File: src/rtl/dcache_wb_if.sv
// CPU-side and memory-side signal bundle for the write-back data cache.
// The slave modport is the cache. The master modport is the core plus the
// memory controller that drive it.
interface dcache_wb_if;
   logic [31:0] addr;
   logic        rd_req;
   logic        wr_req;
   logic [3:0]  wr_be;
   logic [31:0] wr_data;
   logic [31:0] rd_data;
   logic        miss;
   logic        mem_req;
   logic        mem_we;
   logic [31:0] mem_addr;
   logic [31:0] mem_wdata;
   logic [31:0] mem_rdata;
   logic        mem_ack;
   logic [31:0] hit_cnt;
   logic [31:0] miss_cnt;

   modport master (
      output addr, rd_req, wr_req, wr_be, wr_data, mem_rdata, mem_ack,
      input  rd_data, miss, mem_req, mem_we, mem_addr, mem_wdata, hit_cnt, miss_cnt
   );

   modport slave (
      input  addr, rd_req, wr_req, wr_be, wr_data, mem_rdata, mem_ack,
      output rd_data, miss, mem_req, mem_we, mem_addr, mem_wdata, hit_cnt, miss_cnt
   );
endinterface

File: src/rtl/dcache_wb.sv
// Direct-mapped, write-back, write-allocate data cache with 4-word lines.
// On a miss the core stalls while a dirty victim is written back word by
// word and the new line is filled. The held access then replays as a hit.
module dcache_wb #(
   parameter int INDEX_BITS = 3
) (
   input  logic       clk,
   input  logic       rst,
   dcache_wb_if.slave bus
);
   localparam int LINES = 1 << INDEX_BITS;
   localparam int TAG_W = 28 - INDEX_BITS;

   typedef enum logic [1:0] {IDLE, WB, FILL} state_t;

   state_t            r_state;
   state_t            w_next;
   logic [LINES-1:0]  r_valid;
   logic [LINES-1:0]  r_dirty;
   logic [TAG_W-1:0]  r_tag  [LINES];
   logic [31:0]       r_data [LINES][4];
   logic [1:0]        r_cnt;
   logic [27:0]       r_line;
   logic [31:0]       r_hit_cnt;
   logic [31:0]       r_miss_cnt;

   logic                  w_req;
   logic                  w_idle;
   logic [27:0]           w_sel_line;
   logic [INDEX_BITS-1:0] w_index;
   logic [TAG_W-1:0]      w_tag;
   logic [1:0]            w_off;
   logic                  w_hit;
   logic                  w_miss_start;
   logic                  w_store_hit;
   logic                  w_mem_req;
   logic                  w_mem_we;
   logic [31:0]           w_mem_addr;
   logic [31:0]           w_mem_wdata;
   logic                  w_fill_we;
   logic                  w_fill_done;
   logic                  w_to_fill;
   logic                  w_unused_addr;

   // While a miss is in flight the line comes from the latched address.
   // In IDLE it comes straight from the core.
   assign w_req         = bus.rd_req | bus.wr_req;
   assign w_idle        = (r_state == IDLE);
   assign w_sel_line    = w_idle ? bus.addr[31:4] : r_line;
   assign w_index       = w_sel_line[INDEX_BITS-1:0];
   assign w_tag         = w_sel_line[27:INDEX_BITS];
   assign w_off         = bus.addr[3:2];
   assign w_hit         = w_idle & w_req & r_valid[w_index] & (r_tag[w_index] == w_tag);
   assign w_miss_start  = w_idle & w_req & ~w_hit;
   assign w_store_hit   = w_hit & bus.wr_req;
   assign w_unused_addr = ^bus.addr[1:0];

   assign bus.rd_data   = r_data[w_index][w_off];
   assign bus.miss      = rst ? w_req : ((w_req & ~w_hit) | ~w_idle);
   assign bus.mem_req   = w_mem_req & ~rst;
   assign bus.mem_we    = w_mem_we;
   assign bus.mem_addr  = w_mem_addr;
   assign bus.mem_wdata = w_mem_wdata;
   assign bus.hit_cnt   = r_hit_cnt;
   assign bus.miss_cnt  = r_miss_cnt;

   // Next-state logic and memory-side outputs for the miss sequencer.
   always_comb begin
      w_next      = r_state;
      w_mem_req   = 1'b0;
      w_mem_we    = 1'b0;
      w_mem_addr  = '0;
      w_mem_wdata = '0;
      w_fill_we   = 1'b0;
      w_fill_done = 1'b0;
      w_to_fill   = 1'b0;
      case (r_state)
         IDLE: begin
            if (w_miss_start) begin
               if (r_valid[w_index] & r_dirty[w_index]) begin
                  w_next = WB;
               end else begin
                  w_next    = FILL;
                  w_to_fill = 1'b1;
               end
            end
         end
         WB: begin
            w_mem_req   = 1'b1;
            w_mem_we    = 1'b1;
            w_mem_addr  = {r_tag[w_index], w_index, r_cnt, 2'b00};
            w_mem_wdata = r_data[w_index][r_cnt];
            if (bus.mem_ack && r_cnt == 2'd3) begin
               w_next    = FILL;
               w_to_fill = 1'b1;
            end
         end
         FILL: begin
            w_mem_req  = 1'b1;
            w_mem_addr = {r_line, r_cnt, 2'b00};
            if (bus.mem_ack) begin
               w_fill_we = 1'b1;
               if (r_cnt == 2'd3) begin
                  w_fill_done = 1'b1;
                  w_next      = IDLE;
               end
            end
         end
         default: w_next = IDLE;
      endcase
   end

   // Control state: FSM, word counter, line status bits and perf counters.
   always_ff @(posedge clk) begin
      if (rst) begin
         r_state    <= IDLE;
         r_cnt      <= 2'd0;
         r_valid    <= '0;
         r_dirty    <= '0;
         r_hit_cnt  <= '0;
         r_miss_cnt <= '0;
      end else begin
         r_state <= w_next;
         if (w_miss_start) begin
            r_cnt      <= 2'd0;
            r_miss_cnt <= r_miss_cnt + 32'd1;
         end
         if (!w_idle && bus.mem_ack) r_cnt <= r_cnt + 2'd1;
         if (w_hit) r_hit_cnt <= r_hit_cnt + 32'd1;
         if (w_store_hit && (|bus.wr_be)) r_dirty[w_index] <= 1'b1;
         // The victim's words get overwritten during the fill, so the line is
         // invalid until the last word lands. An abandoned fill leaves it invalid.
         if (w_to_fill) begin
            r_valid[w_index] <= 1'b0;
            r_dirty[w_index] <= 1'b0;
         end
         if (w_fill_done) begin
            r_valid[w_index] <= 1'b1;
            r_dirty[w_index] <= 1'b0;
         end
      end
   end

   // Data path: line address latch, tag array and data array (no reset).
   always_ff @(posedge clk) begin
      if (w_miss_start) r_line <= bus.addr[31:4];
      if (w_store_hit) begin
         for (int b = 0; b < 4; b++) begin
            if (bus.wr_be[b]) r_data[w_index][w_off][8*b +: 8] <= bus.wr_data[8*b +: 8];
         end
      end
      if (w_fill_we) r_data[w_index][r_cnt] <= bus.mem_rdata;
      if (w_fill_done) r_tag[w_index] <= r_line[27:INDEX_BITS];
   end
endmodule

File: src/flat_wrapper.sv
// flat-port wrapper written by rule: the top's interface ports become plain ports
module dcache_wb_flat 
#(
   parameter int INDEX_BITS = 3
)
  (clk, rst, bus_addr, bus_rd_req, bus_wr_req, bus_wr_be, bus_wr_data, bus_mem_rdata, bus_mem_ack, bus_rd_data, bus_miss, bus_mem_req, bus_mem_we, bus_mem_addr, bus_mem_wdata, bus_hit_cnt, bus_miss_cnt);
  dcache_wb_if bus_i ();
  input  logic clk;
  input  logic rst;
  input wire logic [$bits(bus_i.addr)-1:0] bus_addr;
  input wire logic [$bits(bus_i.rd_req)-1:0] bus_rd_req;
  input wire logic [$bits(bus_i.wr_req)-1:0] bus_wr_req;
  input wire logic [$bits(bus_i.wr_be)-1:0] bus_wr_be;
  input wire logic [$bits(bus_i.wr_data)-1:0] bus_wr_data;
  input wire logic [$bits(bus_i.mem_rdata)-1:0] bus_mem_rdata;
  input wire logic [$bits(bus_i.mem_ack)-1:0] bus_mem_ack;
  output wire logic [$bits(bus_i.rd_data)-1:0] bus_rd_data;
  output wire logic [$bits(bus_i.miss)-1:0] bus_miss;
  output wire logic [$bits(bus_i.mem_req)-1:0] bus_mem_req;
  output wire logic [$bits(bus_i.mem_we)-1:0] bus_mem_we;
  output wire logic [$bits(bus_i.mem_addr)-1:0] bus_mem_addr;
  output wire logic [$bits(bus_i.mem_wdata)-1:0] bus_mem_wdata;
  output wire logic [$bits(bus_i.hit_cnt)-1:0] bus_hit_cnt;
  output wire logic [$bits(bus_i.miss_cnt)-1:0] bus_miss_cnt;
  assign bus_i.addr = bus_addr;
  assign bus_i.rd_req = bus_rd_req;
  assign bus_i.wr_req = bus_wr_req;
  assign bus_i.wr_be = bus_wr_be;
  assign bus_i.wr_data = bus_wr_data;
  assign bus_i.mem_rdata = bus_mem_rdata;
  assign bus_i.mem_ack = bus_mem_ack;
  assign bus_rd_data = bus_i.rd_data;
  assign bus_miss = bus_i.miss;
  assign bus_mem_req = bus_i.mem_req;
  assign bus_mem_we = bus_i.mem_we;
  assign bus_mem_addr = bus_i.mem_addr;
  assign bus_mem_wdata = bus_i.mem_wdata;
  assign bus_hit_cnt = bus_i.hit_cnt;
  assign bus_miss_cnt = bus_i.miss_cnt;
  dcache_wb #(.INDEX_BITS(INDEX_BITS)) u_core (.clk(clk), .rst(rst), .bus(bus_i));
endmodule
File: config.mk
export PLATFORM = sky130hd
export DESIGN_NAME = dcache_wb_flat
export DESIGN_NICKNAME = d
export VERILOG_FILES = /design/src/rtl/dcache_wb_if.sv /design/src/rtl/dcache_wb.sv /design/src/flat_wrapper.sv
export SDC_FILE = /design/constraint.sdc
export NUM_CORES = 2
export LEC_CHECK = 0
export BUFFER_PORTS_ARGS = -buffer_cell sky130_fd_sc_hd__buf_2
export CORE_MARGIN = 3
export CORE_UTILIZATION = 48
export DETAILED_ROUTE_END_ITERATION = 16
export GPL_ROUTABILITY_DRIVEN = 0
export GPL_TIMING_DRIVEN = 0
export HOLD_SLACK_MARGIN = 0.05
export SLEW_MARGIN = 20
export SYNTH_ARGS = -nofsm -noshare
export SYNTH_HDL_FRONTEND = slang
export SYNTH_SLANG_ARGS = --single-unit
File: constraint.sdc
create_clock -name clk -period 5.2 [get_ports clk]
set_input_delay 0.52 -clock clk [delete_from_list [all_inputs] [get_ports clk]]
set_output_delay 0.52 -clock clk [all_outputs]
set_load 0.01 [all_outputs]
; After elaboration in Yosys (flattened, before gate mapping)
; Memories as Yosys holds them, arrays and structs flattened.
; Cells that the tools add are included.
[totals]
reg_bits = 112
mem_bits_rw = 1224
memories = 2
input_bits = 105
[op_classes]
n_addsub = 3
mux = 581
n_eq_ne = 8
n_lt_le_gt_ge = 6
n_reduce_logical = 12
bitwise = 533
[mem_list]
columns = name, words, word_bits, read_ports, rd_ports_with_merged_regs, wr, line
row1 = u_core.r_data, 8, 128, 1, 0, 1, dcache_wb.sv:21  ; logic [31:0] r_data [LINES][4];
row2 = u_core.r_tag, 8, 25, 1, 0, 1, dcache_wb.sv:20  ; logic [TAG_W-1:0] r_tag [LINES];
[op_table]
columns = operator, n
row1 = 128-bit two-way mux, 5
row2 = 1-bit two-way mux, 537
row3 = 1-bit OR, 514
row4 = 32-bit demux with 2-bit select, 5
row5 = 32-bit two-way mux, 7
row6 = 32-bit binary-select mux with 2-bit select, 2
row7 = 8-bit two-way mux, 9
row8 = "32-bit by 1-bit adder with 32-bit output, second input constant", 2
row9 = 32-bit one-hot mux with 2 select lines, 1
row10 = 28-bit two-way mux, 1
row11 = 25-bit == test, 1
row12 = 8-bit bitwise AND, 3
row13 = 24-bit two-way mux, 1
row14 = 16-bit two-way mux, 1
row15 = 8-bit OR, 2
row16 = 2-bit two-way mux, 7
row17 = 1-bit bitwise AND, 8
row18 = 8-bit NOT, 1
row19 = 1-bit binary-select mux with 3-bit select, 2
row20 = "3-bit greater-or-equal comparator, second input constant", 2
row21 = 1-bit logical AND, 6
row22 = "3-bit by 1-bit < comparator with 1-bit output, second input constant", 2
row23 = 2-bit NOT with 3-bit output, 2
row24 = 2-bit one-hot mux with 3 select lines, 1
row25 = 16 further kinds, 21

; Logic depth before layout (Yosys ltp)
[depth]
depth_word = 15
mapped_depth = 18
depth_no_buf = 11

; Worst setup path before layout
; No wires, ideal clock.
[synth_path]
kind = flip-flop to flip-flop
start = register u_core.r_state[0]
end = register u_core.r_line[0] (enable)
slack_ps = 829
setup_ps = 413
period_less_slack_ps = 4371
t_arrival_ps = 3958
stages_incl_launch_ff = 17
path_cell_list = dfxtp_1 > inv_1 > ha_1 > mux2_2 > buf_4 > buf_4 > buf_2 > buf_2 > a221o_1 > a21oi_1 > nor2_1 > nand4_1 > nor4_4 > buf_2 > buf_4 > buf_4 > nor2_1
[synth_between]
elab_chain_len = 8
[synth_lines]
columns = item, line
row1 = start: declaration, dcache_wb.sv:16  ; state_t r_state;
row2 = start signal: assignment, dcache_wb.sv:123  ; r_state <= w_next;
row3 = 2-bit zero test (*), dcache_wb.sv:48  ; assign w_idle = (r_state == IDLE);
row4 = branches (longest 6 deep; another with memory 8 x 25 bit), -
row5 = 1-bit bitwise AND (*), dcache_wb.sv:54  ; assign w_miss_start = w_idle & w_req & ~w_hit;
row6 = via u_core.w_miss_start, dcache_wb.sv:34  ; logic w_miss_start;
row7 = end signal: assignment, dcache_wb.sv:146  ; if (w_miss_start) r_line <= bus.addr[31:4];
row8 = end: declaration, dcache_wb.sv:23  ; logic [27:0] r_line;
; Mark *: on every way through the listed nets, which the timed path passes. The select of a mux whose other input is x is not followed.
; A chain may end at the register's enable or synchronous reset.

; Final worst setup path
[layout_path]
start = register u_core.r_cnt[0]
end = memory u_core.r_data[0][51] (netlist bit) (enable)
[layout_between]
elab_chain_len = 7
[layout_lines]
columns = item, line
row1 = start: declaration, dcache_wb.sv:22  ; logic [1:0] r_cnt;
row2 = start signal: assignment, dcache_wb.sv:128  ; if (!w_idle && bus.mem_ack) r_cnt <= r_cnt + 2'd1;
row3 = 2-bit NOT with 3-bit output (not written as such) (*), dcache_wb.sv:152  ; if (w_fill_we) r_data[w_index][r_cnt] <= bus.mem_rdata;
row4 = 3-bit greater-or-equal comparator (not written as such) or 3-bit by 1-bit < comparator with 1-bit output (tied branches), dcache_wb.sv:152
row5 = 1-bit logical AND (not written as such), dcache_wb.sv:152
row6 = 32-bit two-way mux (not written as such), dcache_wb.sv:152
row7 = 32-bit demux with 2-bit select (*), dcache_wb.sv:152
row8 = 128-bit two-way mux (not written as such) (*), dcache_wb.sv:152
row9 = 1-bit OR (no line) (*), -
row10 = end: declaration, dcache_wb.sv:21
; Every way passes the cells marked *; elsewhere a longest branch is shown, timed or not.

==> key figures <==
Status
  • Status: complete, but fails checks
  • Failing checks: setup timing

Synthesis
  • Seq/Total Area, Yosys: 0.721
  • Cell variety after synth: 75
  • Ranking of synthesized cells by area: edfxtp_1 (69%), nand2_1 (4.5%), a222oi_1 (3.5%), dfxtp_1 (3.1%), mux4_2 (2.0%)
  • Synthesized instance count: 3,831
  • Asr flop ratio synth: 0
  • Area leader, netlist: edfxtp_1
  • Post-synth top area share: 0.690
  • Post-synth EDFFs: 1,252
  • Average size of a mapped cell: 14.2 um^2
  • Post-synth top cells: edfxtp_1 (1,252), nand2_1 (658), nor2_1 (249)
  • Flops & latches, synth: 1,336
  • Primary FF master, synth: edfxtp_1
  • Ys Warns: 0
  • Synth Cell Area: 54,500 um^2
  • Count leader, synth: edfxtp_1

Clock tree
  • H-tree levels: 4
  • Sink Count: 1,336
  • Clock buffer depth: 3
  • Clock transition at path regs: 0.06 ns
  • Clock Latency Late Sink: 0.80 ns
  • Root buf cell: clkbuf_16
  • CTS tree: yes
  • CTS Buf Count: 142

Timing
  • Final Hold Vio Count: 0
  • Skew final: 0.0401 ns
  • Final setup violation count: 73
  • Final Max Slew Viols: 0
  • RSZ-0062 raised after global routing: yes
  • Part of the cycle the worst path needs: 1.02
  • Minimum clock period: 5.33 ns
  • Fmax: 188 MHz
  • Slew margin rel.: 0.0690
  • Final setup TNS: -5.27 ns
  • Fin worst setup slack: -0.130 ns
  • Worst Max-Slew Pin Slew: 1.40 ns

Routing
  • Uppermost routed layer: met5
  • DRC viols: 0
  • Pre-antenna DRT Iters: 10
  • Met3 routed WL: 34,600 um
  • Final WL: 223,000 um
  • Wire length on met1: 78,100 um
  • DR vias/cell: 6.86
  • Final ANT Viol Nets: 0
  • Total number of vias: 41.0k
  • Number of DRC markers in iteration 0: 8,308
  • Post-detailed-route wirelength per cell: 37.3 um
  • Met2 wire length: 94,700 um

Worst setup path
  • Crit path DAT: 5.74 ns
  • Largest delay share family, worst path: buffers and inverters
  • Critical path launch point type: flip-flop
  • FF-to-FF End: u_core.r_data[0][51]$_DFFE_PP_
  • Most Frequent Cell on Critical Path: clkbuf_1
  • Crit path largest cell delay: 1.19 ns
  • Buf/Inv on CP: 3
  • Critical Path RT: 5.61 ns
  • Crit Path Category: flip-flop to flip-flop
  • CP cell instances: clkbuf_1 > clkinv_1 > ha_1 > and3_1 > clkbuf_1 > a31oi_1 > nor2_1
  • Slowest cell on the critical path: clkinv_1
  • CP Max Fanout: 11
  • Crit end category: flip-flop
  • FF-to-FF path depth: 7
  • FF-to-FF setup slack: -0.13 ns
  • Reg-to-reg startpoint: u_core.r_cnt[0]$_SDFFE_PP0P_

Global routing
  • Initial antenna violation count: 14
  • Largest net degree at the start of global routing: 20
  • Global-route wire length before repair: 299,000 um
  • Total grt overflow: 0
  • Vias in the first global route: 37.3k
  • Gr usage total: 0.372

Run
  • Max-Cap Viols: 0

Hold path
  • Hold path start: bus_wr_data[1]
  • Tightest Hold Check Type: input port to flip-flop
  • Worst Hold Endpoint: u_core.r_data[0][33]$_DFFE_PP_
  • Hold Path Stages: 3

Final layout
  • Area growth syn-to-layout: 20.8%
  • Share of layout cells above drive strength 1: 0.240
  • Net count, final: 4,481

Die
  • Vert. Die Dim: 343 um
  • I/O pin total: 268
  • FP Rows: 122
  • Die W: 343 um
  • Die Area: 118,000 um^2
  • Total core area: 112,000 um^2
  • Effective utilization at floorplan: 0.488

Pwr
  • Leakage power: 0.0229 uW
  • Total power: 31,100 uW
  • VDD IR-drop max: 0.380 mV
  • PD cells: 472 nW/um^2

Place
  • Buffers on Ports: 261
  • Pre-CTS setup slack: -1.52 ns
  • Detailed-placement wirelength estimate: 149,000 um
==> report_power, final <==
part	total (uW)	internal, uW	switching [uW]
sequential	12400	12200	179
combinational	8710	2660	6050
clock	9970	5650	4320
==> stage by stage <==
step	std cells	hold slack, ns	utilization	cell area, um^2
after floorplan	3832	0.473	-	54500
after global placement	5581	0.488	0.516	57600
after detailed placement	5600	0.490	0.521	58200
after CTS	5908	0.251	0.577	64400
after global routing	5962	0.308	0.589	65700
final	5971	0.279	0.589	65800
==> kinds of logic (layout without fill, tap and decap cells) <==
logic type | after synthesis | after routing | synth area share
simple gates | 1285 | 1285 | 0.105
fa+ha+maj | 9 | 9 | 0.00207
other cells | 1 | 11 | 0.0000689
flops | 1336 | 1336 | 0.721
compound gates | 718 | 718 | 0.105
buf+inv | 308 | 950 | 0.0225
mux | 168 | 168 | 0.0431
xor+xnor | 6 | 6 | 0.000965
==> metal layers <==
layer | vias to the layer above | track usage
met3 | 790 | 0.137
met2 | 3551 | 0.534
met4 | 4 | 0.200
met1 | 20453 | 0.493
li1 | 16169 | -
met5 | - | 0
==> worst reg2reg max path: stages (launching register included) <==
cell and delay (ns):
dfxtp_1 0.38, clkbuf_1 0.64, clkinv_1 1.19, ha_1 0.65, and3_1 0.17, clkbuf_1 0.53, a31oi_1 0.91, nor2_1 0.50
==> sequential cells by signal (all words and copies together) (netlist names), named ones only <==
name,flops
u_core.r_data,1024
u_core.r_line,28
u_core.r_dirty,8
u_core.r_valid,7
u_core.bus.hit_cnt,32
u_core.r_cnt,2
u_core.bus.miss_cnt,32
u_core.r_tag,200
u_core.r_state,2
==> cells in the final DEF, fill, tap and decap left out, types with 30 or more instances in the layout <==
| cell type | instances |
|---|---|
| o21ai_0 | 45 |
| mux2i_1 | 65 |
| nor2_1 | 131 |
| nor3_1 | 33 |
| nand4_1 | 42 |
| a22o_1 | 36 |
| nand3_1 | 59 |
| a221oi_1 | 40 |
| a222oi_1 | 189 |
| nor2b_1 | 79 |
| buf_4 | 88 |
| buf_2 | 278 |
| mux2_2 | 41 |
| clkbuf_4 | 35 |
| nand2_1 | 656 |
| dfxtp_1 | 83 |
| nor2_2 | 78 |
| nor2_4 | 40 |
| clkbuf_2 | 61 |
| clkinv_1 | 30 |
| clkbuf_1 | 112 |
| clkbuf_16 | 152 |
| a22oi_1 | 66 |
| and3_1 | 43 |
| mux4_2 | 48 |
| edfxtp_1 | 1252 |
| a21oi_1 | 105 |
==> what timing repair did <==
action / CTS / global route
setup buffers: 32 / 51
hold endpoints to repair: 28 / 0
hold buffers: 28 / 0
gates resized for setup: 389 / 156
endpoints found under the setup margin: 1164 / 1020
pin swaps: 26 / 55
gates cloned: 0 / 2
==> how the worst max path moves through the flow <==
| stage | slack [ns] | endpoint | depth (start not counted) | startpoint |
|---|---|---|---|---|
| 3_5_place_dp | -1.52 | bus_rd_data[23] | 14 | u_core.r_state[0]$_SDFFE_PP0P_ |
| 4_1_cts | -0.07 | u_core.r_data[3][34]$_DFFE_PP_ | 17 | u_core.r_state[0]$_SDFFE_PP0P_ |
| 6_report | -0.13 | u_core.r_data[0][51]$_DFFE_PP_ | 7 | u_core.r_cnt[0]$_SDFFE_PP0P_ |
| 3_3_place_gp | -2.52 | bus_rd_data[23] | 13 | u_core.r_state[0]$_SDFFE_PP0P_ |
| 2_1_floorplan | 0.83 | u_core.r_line[0]$_DFFE_PP_ | 16 | u_core.r_state[0]$_SDFFE_PP0P_ |
| 5_1_grt | -0.08 | u_core.r_data[3][51]$_DFFE_PP_ | 17 | u_core.r_state[0]$_SDFFE_PP0P_ |
==> cell type report <==
cell class,instances,area [um^2]
timing repair buffer,394,2860
antenna,9,22.5
clock inverter,71,654
inverter,34,128
fill,8667,45800
buffer,271,1890
clock buffer,180,3810
multi-input combinational,2188,15300
sequential,1336,39300
tap,1488,1860
Note: power is estimated with default switching activity, not from simulation.
